`src/rtl/stove_controller.sv`:
```
// Four-burner stove control panel: power/lock/level buttons with edge detect and
// auto-repeat, driving two registered active-low 7-segment displays.
module stove_controller #(
   parameter int unsigned REPEAT_DELAY = 16
) (
   input  logic       clk,
   input  logic       reset,
   input  logic       sw_h,
   input  logic       sw_l,
   input  logic       child_lock,
   input  logic       inc_pwr,
   input  logic       dec_pwr,
   input  logic       pwr,
   output logic [7:0] left_hex,
   output logic [7:0] right_hex
);

   localparam int unsigned CW = $clog2(REPEAT_DELAY);
   localparam logic [CW-1:0] CNT_LAST = CW'(REPEAT_DELAY - 1);
   localparam logic [7:0] SEG_L     = 8'hC7;
   localparam logic [7:0] SEG_BLANK = 8'hFF;

   typedef enum logic {S_OFF = 1'b0, S_ON = 1'b1} state_t;

   state_t        r_state;
   state_t        w_state_nxt;
   logic          r_lock;
   logic          r_lock_prev, r_inc_prev, r_dec_prev, r_pwr_prev;
   logic [3:0]    r_level [4];
   logic [CW-1:0] r_inc_cnt, r_dec_cnt;
   logic [CW-1:0] w_inc_cnt_nxt, w_dec_cnt_nxt;
   logic          w_lock_press, w_inc_press, w_dec_press, w_pwr_press;
   logic          w_active, w_inc_step, w_dec_step;
   logic [1:0]    w_sel;
   logic [3:0]    w_cur_level;
   logic [7:0]    w_left_nxt, w_right_nxt;

   function automatic logic [7:0] f_seg(input logic [3:0] d);
      case (d)
         4'd0:    f_seg = 8'hC0;
         4'd1:    f_seg = 8'hF9;
         4'd2:    f_seg = 8'hA4;
         4'd3:    f_seg = 8'hB0;
         4'd4:    f_seg = 8'h99;
         4'd5:    f_seg = 8'h92;
         4'd6:    f_seg = 8'h82;
         4'd7:    f_seg = 8'hF8;
         4'd8:    f_seg = 8'h80;
         4'd9:    f_seg = 8'h90;
         default: f_seg = SEG_BLANK;
      endcase
   endfunction

   assign w_lock_press = child_lock & ~r_lock_prev;
   assign w_inc_press  = inc_pwr    & ~r_inc_prev;
   assign w_dec_press  = dec_pwr    & ~r_dec_prev;
   assign w_pwr_press  = pwr        & ~r_pwr_prev;
   assign w_sel        = {sw_h, sw_l};
   assign w_cur_level  = r_level[w_sel];
   assign w_active     = (r_state == S_ON) & ~r_lock;

   // A step fires on the press itself, then every REPEAT_DELAY held cycles.
   always_comb begin
      w_inc_step    = 1'b0;
      w_dec_step    = 1'b0;
      w_inc_cnt_nxt = '0;
      w_dec_cnt_nxt = '0;
      if (w_active && inc_pwr && !dec_pwr) begin
         if (w_inc_press || r_inc_cnt == CNT_LAST)
            w_inc_step = 1'b1;
         else
            w_inc_cnt_nxt = r_inc_cnt + CW'(1);
      end
      if (w_active && dec_pwr && !inc_pwr) begin
         if (w_dec_press || r_dec_cnt == CNT_LAST)
            w_dec_step = 1'b1;
         else
            w_dec_cnt_nxt = r_dec_cnt + CW'(1);
      end
   end

   always_ff @(posedge clk) begin
      if (reset) begin
         r_state <= S_OFF;
      end else begin
         r_state <= w_state_nxt;
      end
   end

   always_comb begin
      w_state_nxt = r_state;
      case (r_state)
         S_OFF:   if (w_pwr_press && !r_lock) w_state_nxt = S_ON;
         S_ON:    if (w_pwr_press)            w_state_nxt = S_OFF;
         default: w_state_nxt = S_OFF;
      endcase
   end

   always_comb begin
      w_left_nxt  = SEG_BLANK;
      w_right_nxt = SEG_BLANK;
      case (r_state)
         S_OFF: begin
            if (r_lock) w_left_nxt = SEG_L;
         end
         S_ON: begin
            w_left_nxt  = r_lock ? SEG_L : f_seg({2'b00, w_sel} + 4'd1);
            w_right_nxt = f_seg(w_cur_level);
         end
         default: ;
      endcase
   end

   always_ff @(posedge clk) begin
      if (reset) begin
         r_lock      <= 1'b0;
         r_lock_prev <= 1'b0;
         r_inc_prev  <= 1'b0;
         r_dec_prev  <= 1'b0;
         r_pwr_prev  <= 1'b0;
         r_inc_cnt   <= '0;
         r_dec_cnt   <= '0;
         r_level     <= '{default: 4'd0};
         left_hex    <= SEG_BLANK;
         right_hex   <= SEG_BLANK;
      end else begin
         r_lock_prev <= child_lock;
         r_inc_prev  <= inc_pwr;
         r_dec_prev  <= dec_pwr;
         r_pwr_prev  <= pwr;
         r_inc_cnt   <= w_inc_cnt_nxt;
         r_dec_cnt   <= w_dec_cnt_nxt;
         left_hex    <= w_left_nxt;
         right_hex   <= w_right_nxt;
         if (w_lock_press)
            r_lock <= ~r_lock;
         // Powering off from ON always wipes every burner, even when locked.
         if (r_state == S_ON && w_pwr_press)
            r_level <= '{default: 4'd0};
         else if (w_inc_step && w_cur_level != 4'd9)
            r_level[w_sel] <= w_cur_level + 4'd1;
         else if (w_dec_step && w_cur_level != 4'd0)
            r_level[w_sel] <= w_cur_level - 4'd1;
      end
   end

endmodule

```
`config.mk`:
```
export PLATFORM = sky130hd
export DESIGN_NAME = stove_controller
export DESIGN_NICKNAME = d
export VERILOG_FILES = /design/src/rtl/stove_controller.sv
export SDC_FILE = /design/constraint.sdc
export NUM_CORES = 1
export LEC_CHECK = 0
export CAP_MARGIN = 20
export CELL_PAD_IN_SITES_DETAIL_PLACEMENT = 1
export CELL_PAD_IN_SITES_GLOBAL_PLACEMENT = 2
export CORE_MARGIN = 2
export CORE_UTILIZATION = 38
export CTS_CLUSTER_DIAMETER = 30
export DETAILED_ROUTE_END_ITERATION = 8
export GPL_TIMING_DRIVEN = 1
export PLACE_DENSITY = 0.83
export SLEW_MARGIN = 25
export SYNTH_ARGS = -nofsm -noshare
export SYNTH_HDL_FRONTEND = slang
export SYNTH_SLANG_ARGS = --single-unit
```
`constraint.sdc`:
```
create_clock -name clk -period 4.4 [get_ports clk]
set_input_delay 0.44 -clock clk [delete_from_list [all_inputs] [get_ports clk]]
set_output_delay 0.44 -clock clk [all_outputs]
set_load 0.005 [all_outputs]
```
==> out/metrics.yaml, run 1 <==
std_cell_rows: 28
critPathLaunchType: "input port"
rsz0062_at_grt: "false"
path_delay_family: "compound AO/OA/AOI/OAI gates"
path_buf_inv: 2
setup_violations: 0
postSynthAreaPerCell_sq_um: 9.479
path_cells: "clkdlybuf4s50_1, mux4_2, inv_1, ha_1, nand2_1, o22ai_2, a21o_1, mux2i_1, a32o_1"
hold_violations: 0
die_h_um: 81.05
cts_num_sinks: 44
grt_pass1_vias: 1811
yosysWarnings: 0
fin_cells: 325
placed_area_sq_mm: 0.002456
end_kind: "flip-flop"
drt-vias-per-instance: 5.615
clkTransAtPathRegs_ns: 0.08
post-route-period-util_pct: 73.93
io_buffers: 21
p_leak_uw: 0.0008875
hold_class: "flip-flop to flip-flop"
die_w_um: 81.05
outcome: "completed"
power_frac_seq_pct: 56.1
synth.top_cell.area_share_pct: 39.05
vias: 1825
drt_iter0_drc: 82
drv_slew: 0
relSlewSlack_pct: 46.54
antenna_found_initial: 0
htree_levels: 2
cts_hold_buf: 0
start_util_pct: 38.79
nets: 271
layout_setup_ws_ns: 1.147
ff2ff_setup_slack_ns: 1.84
place_hpwl_mm: 4.156
cts_tree: "done"
cts_setup_buffers: 0
cts-root-buf: "clkbuf_8"
pin_count: 24
cts.path.max_buffers: 2
grt_pass1_wl_mm: 9.494
critical_path_class: "input port to flip-flop"
p_comb_share_pct: 10.1
diodes: 0
drt_pass1_iterations: 4
synthFlopType: "dfxtp_1"
fin_setup_tns_ns: 0
ir_drop_mv: 0.1234
grt_max_degree: 23
gp_congestion: 0.8454
ys_ff_latch: 44
numCtsBuffers: 5
syn_inst: 238
p_per_area_mw_per_mm2: 293.9
cts_resized: 0
wire_per_inst_um: 17.37
synth-edff-count: 0
design.die.area_sq_mm: 0.006569
crit_slowest_cell: "clkdlybuf4s50_1"
async_flop_share_pct: 0
design.core.area_sq_mm: 0.005816
totalPowerFinal_uw: 745.9
p_sw_uw: 191.5
fin_crit_ns: 3.253
syn2layout_area_growth_pct: 12.48
drive_above_1_share_pct: 10.80
tightest_slew_ns: 0.8018
synth_area_sq_mm: 0.002256
switching_share_pct: 25.67
finalInstanceArea_sq_mm: 0.002537
max_freq_mhz: 307.4
ys_types: 46
slowest_delay_ns: 0.76
yosysTopAreaCell: "dfxtp_1"
path_max_fanout: 10
grt-ovfl-total: 0
pre_cts_slack_ns: 0.8630
place_inst: 318
grtUsageTotal_pct: 18.97
ys_seq_area_share_pct: 39.05
max_cap_violations: 0
skew_ns: 0.008172
drt.antenna.violating_nets: 0
postRouteWirelength_mm: 5.644
cp_data_arrival_time_ns: 3.44
crit_required_ns: 4.59
drc_errors: 0
clockPowerShare_pct: 33.8
p_int_uw: 554.4
synth_area_leaders: "dfxtp_1, ha_1, a211oi_1"
clock_latency_ns: 0.30
## through the flow
step                      hold WS (ns)  util, %
after floorplan                 0.4176        -
after CTS                       0.4588    43.63
after detailed placement        0.4397    42.23
final                           0.4503    43.63
after global routing            0.4945    43.63
after global placement          0.4297    42.23
## placed cells by master (no fill, tap or decap), types with 3 or more instances in the layout
master / instances
dfxtp_1: 44
nor2_1: 24
clkdlybuf4s50_1: 21
a21oi_1: 17
a211oi_1: 16
ha_1: 13
nand2_1: 12
inv_1: 11
nor2b_1: 8
mux4_2: 5
o21ai_0: 5
or2_2: 5
clkbuf_8: 5
nand2b_1: 4
a221oi_1: 4
a2111oi_0: 4
a31oi_1: 4
a32o_1: 4
a311oi_1: 4
a21o_1: 3
mux2i_1: 3
xnor2_1: 3
o211ai_1: 3
xor2_1: 3
## kinds of logic after synthesis
family	after synthesis	share of synthesized area, %
compound gates	72	23.02
mux	10	7.321
fa+ha+maj	13	7.210
flops	44	39.05
xor+xnor	6	2.330
other cells	1	0.1662
simple gates	63	14.14
buf+inv	29	6.766
## power by group through the flow
| stage | combinational (uW) | clock [uW] | sequential (uW) |
|---|---|---|---|
| final | 75.4 | 252 | 418 |
| after global routing | 84.2 | 277 | 419 |
| after CTS | 76.1 | 262 | 418 |
| after detailed placement | 75.8 | 0 | 427 |
| after global placement | 74.8 | 0 | 427 |
| after floorplan | 48.7 | 0 | 423 |
## routing by layer
layer | share of wire, % | global-route usage [%] | vias to the layer above
met1 | 48 | 25.55 | 896
met5 | 0 | 0 | -
met4 | 0.71 | 4.746 | 0
li1 | - | - | 883
met2 | 48 | 31.49 | 42
met3 | 3.0 | 3.333 | 4
## sequential cells by signal (all words and copies together) (netlist names), named ones only
| name | cells |
|---|---|
| r_pwr_prev | 1 |
| r_inc_cnt | 4 |
| right_hex | 7 |
| left_hex | 7 |
| r_level | 12 |
| r_inc_prev | 1 |
| r_state | 1 |
| r_lock_prev | 1 |
| r_dec_cnt | 4 |
| r_dec_prev | 1 |
| r_lock | 1 |
## final timing paths
| path | end | from | cells after the start |
|---|---|---|---|
| worst max-delay path | r_level[1]$_SDFFE_PP0P_ | sw_h | 9 |
| worst min-delay path | r_dec_cnt[0]$_SDFF_PP0_ | r_dec_cnt[0]$_SDFF_PP0_ | 1 |
| worst max register to register | r_level[1]$_SDFFE_PP0P_ | r_level[1]$_SDFFE_PP0P_ | 8 |
| worst min register to register | r_dec_cnt[0]$_SDFF_PP0_ | r_dec_cnt[0]$_SDFF_PP0_ | 1 |
## area by class of cell
| class | count | area (sq um) |
|---|---|---|
| tap | 75 | 93.84 |
| clock buffer | 5 | 68.82 |
| timing repair buffer | 21 | 210.2 |
| sequential | 44 | 880.8 |
| inverter | 12 | 45.04 |
| clock inverter | 2 | 12.51 |
| multi-input combinational | 166 | 1226 |
| fill | 683 | 3278 |
## synth_stat cells (2+ instances only)
library cell  count
xnor2_1           3
o21ai_0           5
nand3_1           2
a221oi_1          4
mux2_2            2
o211ai_1          3
a31oi_1           4
a211oi_1         16
and3_1            2
a2111oi_0         4
ha_1             13
a311oi_1          4
xor2_1            3
or4b_2            2
buf_6             4
nor2b_1           8
or2_2             5
inv_1            11
mux2i_1           3
nand2b_1          4
a21o_1            3
buf_4             2
mux4_2            5
clkbuf_1          5
buf_2             4
nand2_1          12
a32o_1            4
dfxtp_1          44
nor2_1           24
a21oi_1          17
(Power assumes the default switching activity.)
==> run 2: changes to the inputs <==
- CORE_UTILIZATION: 38 -> 35
- PLACE_DENSITY: 0.83 -> 0.77
- clock period: 4.4 -> 3 ns (I/O delays scaled with it)
==> run 2 against run 1 <==
  * Core utilization decreased by 0.38 points
  * Count of clock-buffer cells in the layout unchanged
  * Final cell count increased by 5.8%
  * Power up 69%
  * Worst setup slack got worse by 0.87 ns
  * Design area rose by 7.0%
  * Sequential power grew 47%
  * Sequential cell count did not move
  * Clock skew increased by 0.00065 ns
  * Non-clock buffer count grew 17
  * Via count increased by 3.6%
  * Critical path type unchanged
  * Critical endpoint is now r_level[9]$_SDFFE_PP0P_
==> out/metrics.yaml, run 2 (same netlist as run 1, synthesis figures left out) <==
largest_reg_flops: 12  # unchanged
clkTransAtPathRegs_ns: 0.09  # was 0.08 ns
grt-ovfl-total: 0  # unchanged
seqCellArea_sq_um: 880.8  # unchanged
skew_ns: 0.008823  # was 0.008172 ns
place_inst: 337  # was 318
fin_cells: 344  # was 325
ff2ff_setup_slack_ns: 0.64  # was 1.84 ns
max_freq_mhz: 367.4
design.core.area_sq_mm: 0.006277  # was 0.005816 sq mm
r2r_start: "r_level[9]$_SDFFE_PP0P_"  # was r_level[1]$_SDFFE_PP0P_
wire_per_inst_um: 16.89  # was 17.37 um
drt.antenna.violating_nets: 0  # unchanged
start_util_pct: 35.94  # was 38.79%
post-route-period-util_pct: 90.72
p_leak_uw: 0.001000  # was 0.0008875 uW
pin_count: 24  # unchanged
place_hpwl_mm: 4.325  # was 4.156 mm
fin_crit_ns: 2.722
diodes: 0  # unchanged
design.die.area_sq_mm: 0.007104  # was 0.006569 sq mm
antenna_found_initial: 0  # unchanged
postRouteWirelength_mm: 5.809  # was 5.644 mm
rsz0062_at_grt: "false"  # unchanged
relSlewSlack_pct: 41.63  # was 46.54%
grtUsageTotal_pct: 17.39  # was 18.97%
cts.path.max_buffers: 2  # unchanged
drv_slew: 0  # unchanged
hold_violations: 0  # unchanged
drt_iter0_drc: 56  # was 82
drt_pass1_iterations: 4  # unchanged
setup_violations: 0  # unchanged
outcome: "completed"  # unchanged
drt-vias-per-instance: 5.497  # was 5.615
worst_r2r_endpoint: "r_level[9]$_SDFFE_PP0P_"  # was r_level[1]$_SDFFE_PP0P_
crit_required_ns: 3.19  # was 4.59 ns
p_per_area_mw_per_mm2: 463.5  # was 293.9 mW/mm^2
nets: 288  # was 271
std_cell_rows: 29  # was 28
cts_hold_buf: 0  # unchanged
io_buffers: 21  # unchanged
crit_start: "sw_h"  # unchanged
max_cap_violations: 0  # unchanged
multi_input_area_sq_mm: 0.001226  # unchanged
grt_max_degree: 23  # unchanged
final_common_cell: "dfxtp_1"  # unchanged
cp_data_arrival_time_ns: 2.91  # was 3.44 ns
die_w_um: 84.29  # was 81.05 um
grt_pass1_wl_mm: 9.936  # was 9.494 mm
path_max_fanout: 10  # unchanged
drc_errors: 0  # unchanged
cts_tree: "done"  # unchanged
cts-root-buf: "clkbuf_8"  # unchanged
final_cell_mix: "dfxtp_1, nor2_1, clkdlybuf4s50_1"  # unchanged
clock_latency_ns: 0.29  # was 0.30 ns
syn2layout_area_growth_pct: 20.35  # was 12.48%
tightest_slew_ns: 0.8756  # was 0.8018 ns
hold_class: "flip-flop to flip-flop"  # unchanged
top_regs: "r_level x12, left_hex x7, right_hex x7"  # unchanged
min_path_cells: 1  # unchanged
end_kind: "flip-flop"  # unchanged
die_h_um: 84.29  # was 81.05 um
grt_pass1_vias: 1967  # was 1811
reg2reg_depth: 8  # unchanged
fillers: 746  # was 683
ir_drop_mv: 0.2407  # was 0.1234 mV
hold_slack_ns: 0.4577  # was 0.4503 ns
cts_setup_buffers: 0  # unchanged
regMostFlops: "r_level"  # unchanged
cts_resized: 0  # unchanged
critical_path_class: "input port to flip-flop"  # unchanged
cts_num_sinks: 44  # unchanged
fin_setup_tns_ns: 0  # unchanged
htree_levels: 2  # unchanged
crit_path_end: "r_level[9]$_SDFFE_PP0P_"  # was r_level[1]$_SDFFE_PP0P_
gp_congestion: 0.7848  # was 0.8454
numCtsBuffers: 5  # unchanged
critPathLaunchType: "input port"  # unchanged
drive_above_1_share_pct: 16.48  # was 10.80%
vias: 1891  # was 1825
## run 2: changes by cell type in the layout (fill, tap and decap cells not counted)
cell and delta:
clkinv_2 -1, buf_4 +17, bufinv_16 +2, clkinvlp_4 -1
## run 2: critical path: stages
cell and delay (ns):
clkdlybuf4s50_1 0.61, mux4_2 0.55, inv_1 0.09, ha_1 0.20, nand2_1 0.08, o22ai_2 0.36, a21o_1 0.27, mux2i_1 0.18
a32o_1 0.26
## run 2: power breakdown
part           switching [uW]  internal [uW]
Combinational            59.1           58.7
Clock                     200            328
Sequential               11.8            601
## run 2: per-layer routing
metal / global-route usage [%] / wire length [um] / up-vias
li1: - / - / 915
met1: 23.73 / 2785 / 932
met2: 28.07 / 2711 / 34
met3: 3.048 / 189 / 10
met4: 5.425 / 122 / 0
met5: 0 / 0 / -
## run 2: worst min-delay path by stage
| stage | slack [ns] | to | from |
|---|---|---|---|
| 4_1_cts | 0.46 | r_dec_cnt[0]$_SDFF_PP0_ | r_dec_cnt[0]$_SDFF_PP0_ |
| 2_1_floorplan | 0.42 | r_inc_cnt[0]$_SDFF_PP0_ | r_inc_cnt[0]$_SDFF_PP0_ |
| 5_1_grt | 0.49 | r_inc_cnt[0]$_SDFF_PP0_ | r_inc_cnt[0]$_SDFF_PP0_ |
| 6_report | 0.46 | r_dec_cnt[0]$_SDFF_PP0_ | r_dec_cnt[0]$_SDFF_PP0_ |
| 3_3_place_gp | 0.43 | r_dec_cnt[0]$_SDFF_PP0_ | r_dec_cnt[0]$_SDFF_PP0_ |
| 3_5_place_dp | 0.44 | r_dec_cnt[0]$_SDFF_PP0_ | r_dec_cnt[0]$_SDFF_PP0_ |
## run 2: layout make-up
class | instances | share of cell area [%]
Sequential cell | 44 | 32.44
Inverter | 12 | 1.659
Clock inverter | 2 | 2.212
Clock buffer | 5 | 2.535
Multi-Input combinational cell | 166 | 45.16
Timing Repair Buffer | 38 | 12.44
Tap cell | 77 | 3.548
## run 2: stage by stage
stage          setup WS, ns  cell area, sq um  utilization (%)  power (uW)
2_1_floorplan        0.6010              2260                -       692.3
3_5_place_dp       -0.03912              2586            41.20       744.8
5_1_grt             0.04371              2715            43.25        1308
3_3_place_gp        0.06494              2586            41.20       742.1
6_report             0.2785              2715            43.25        1258
4_1_cts              0.2793              2715            43.25        1275
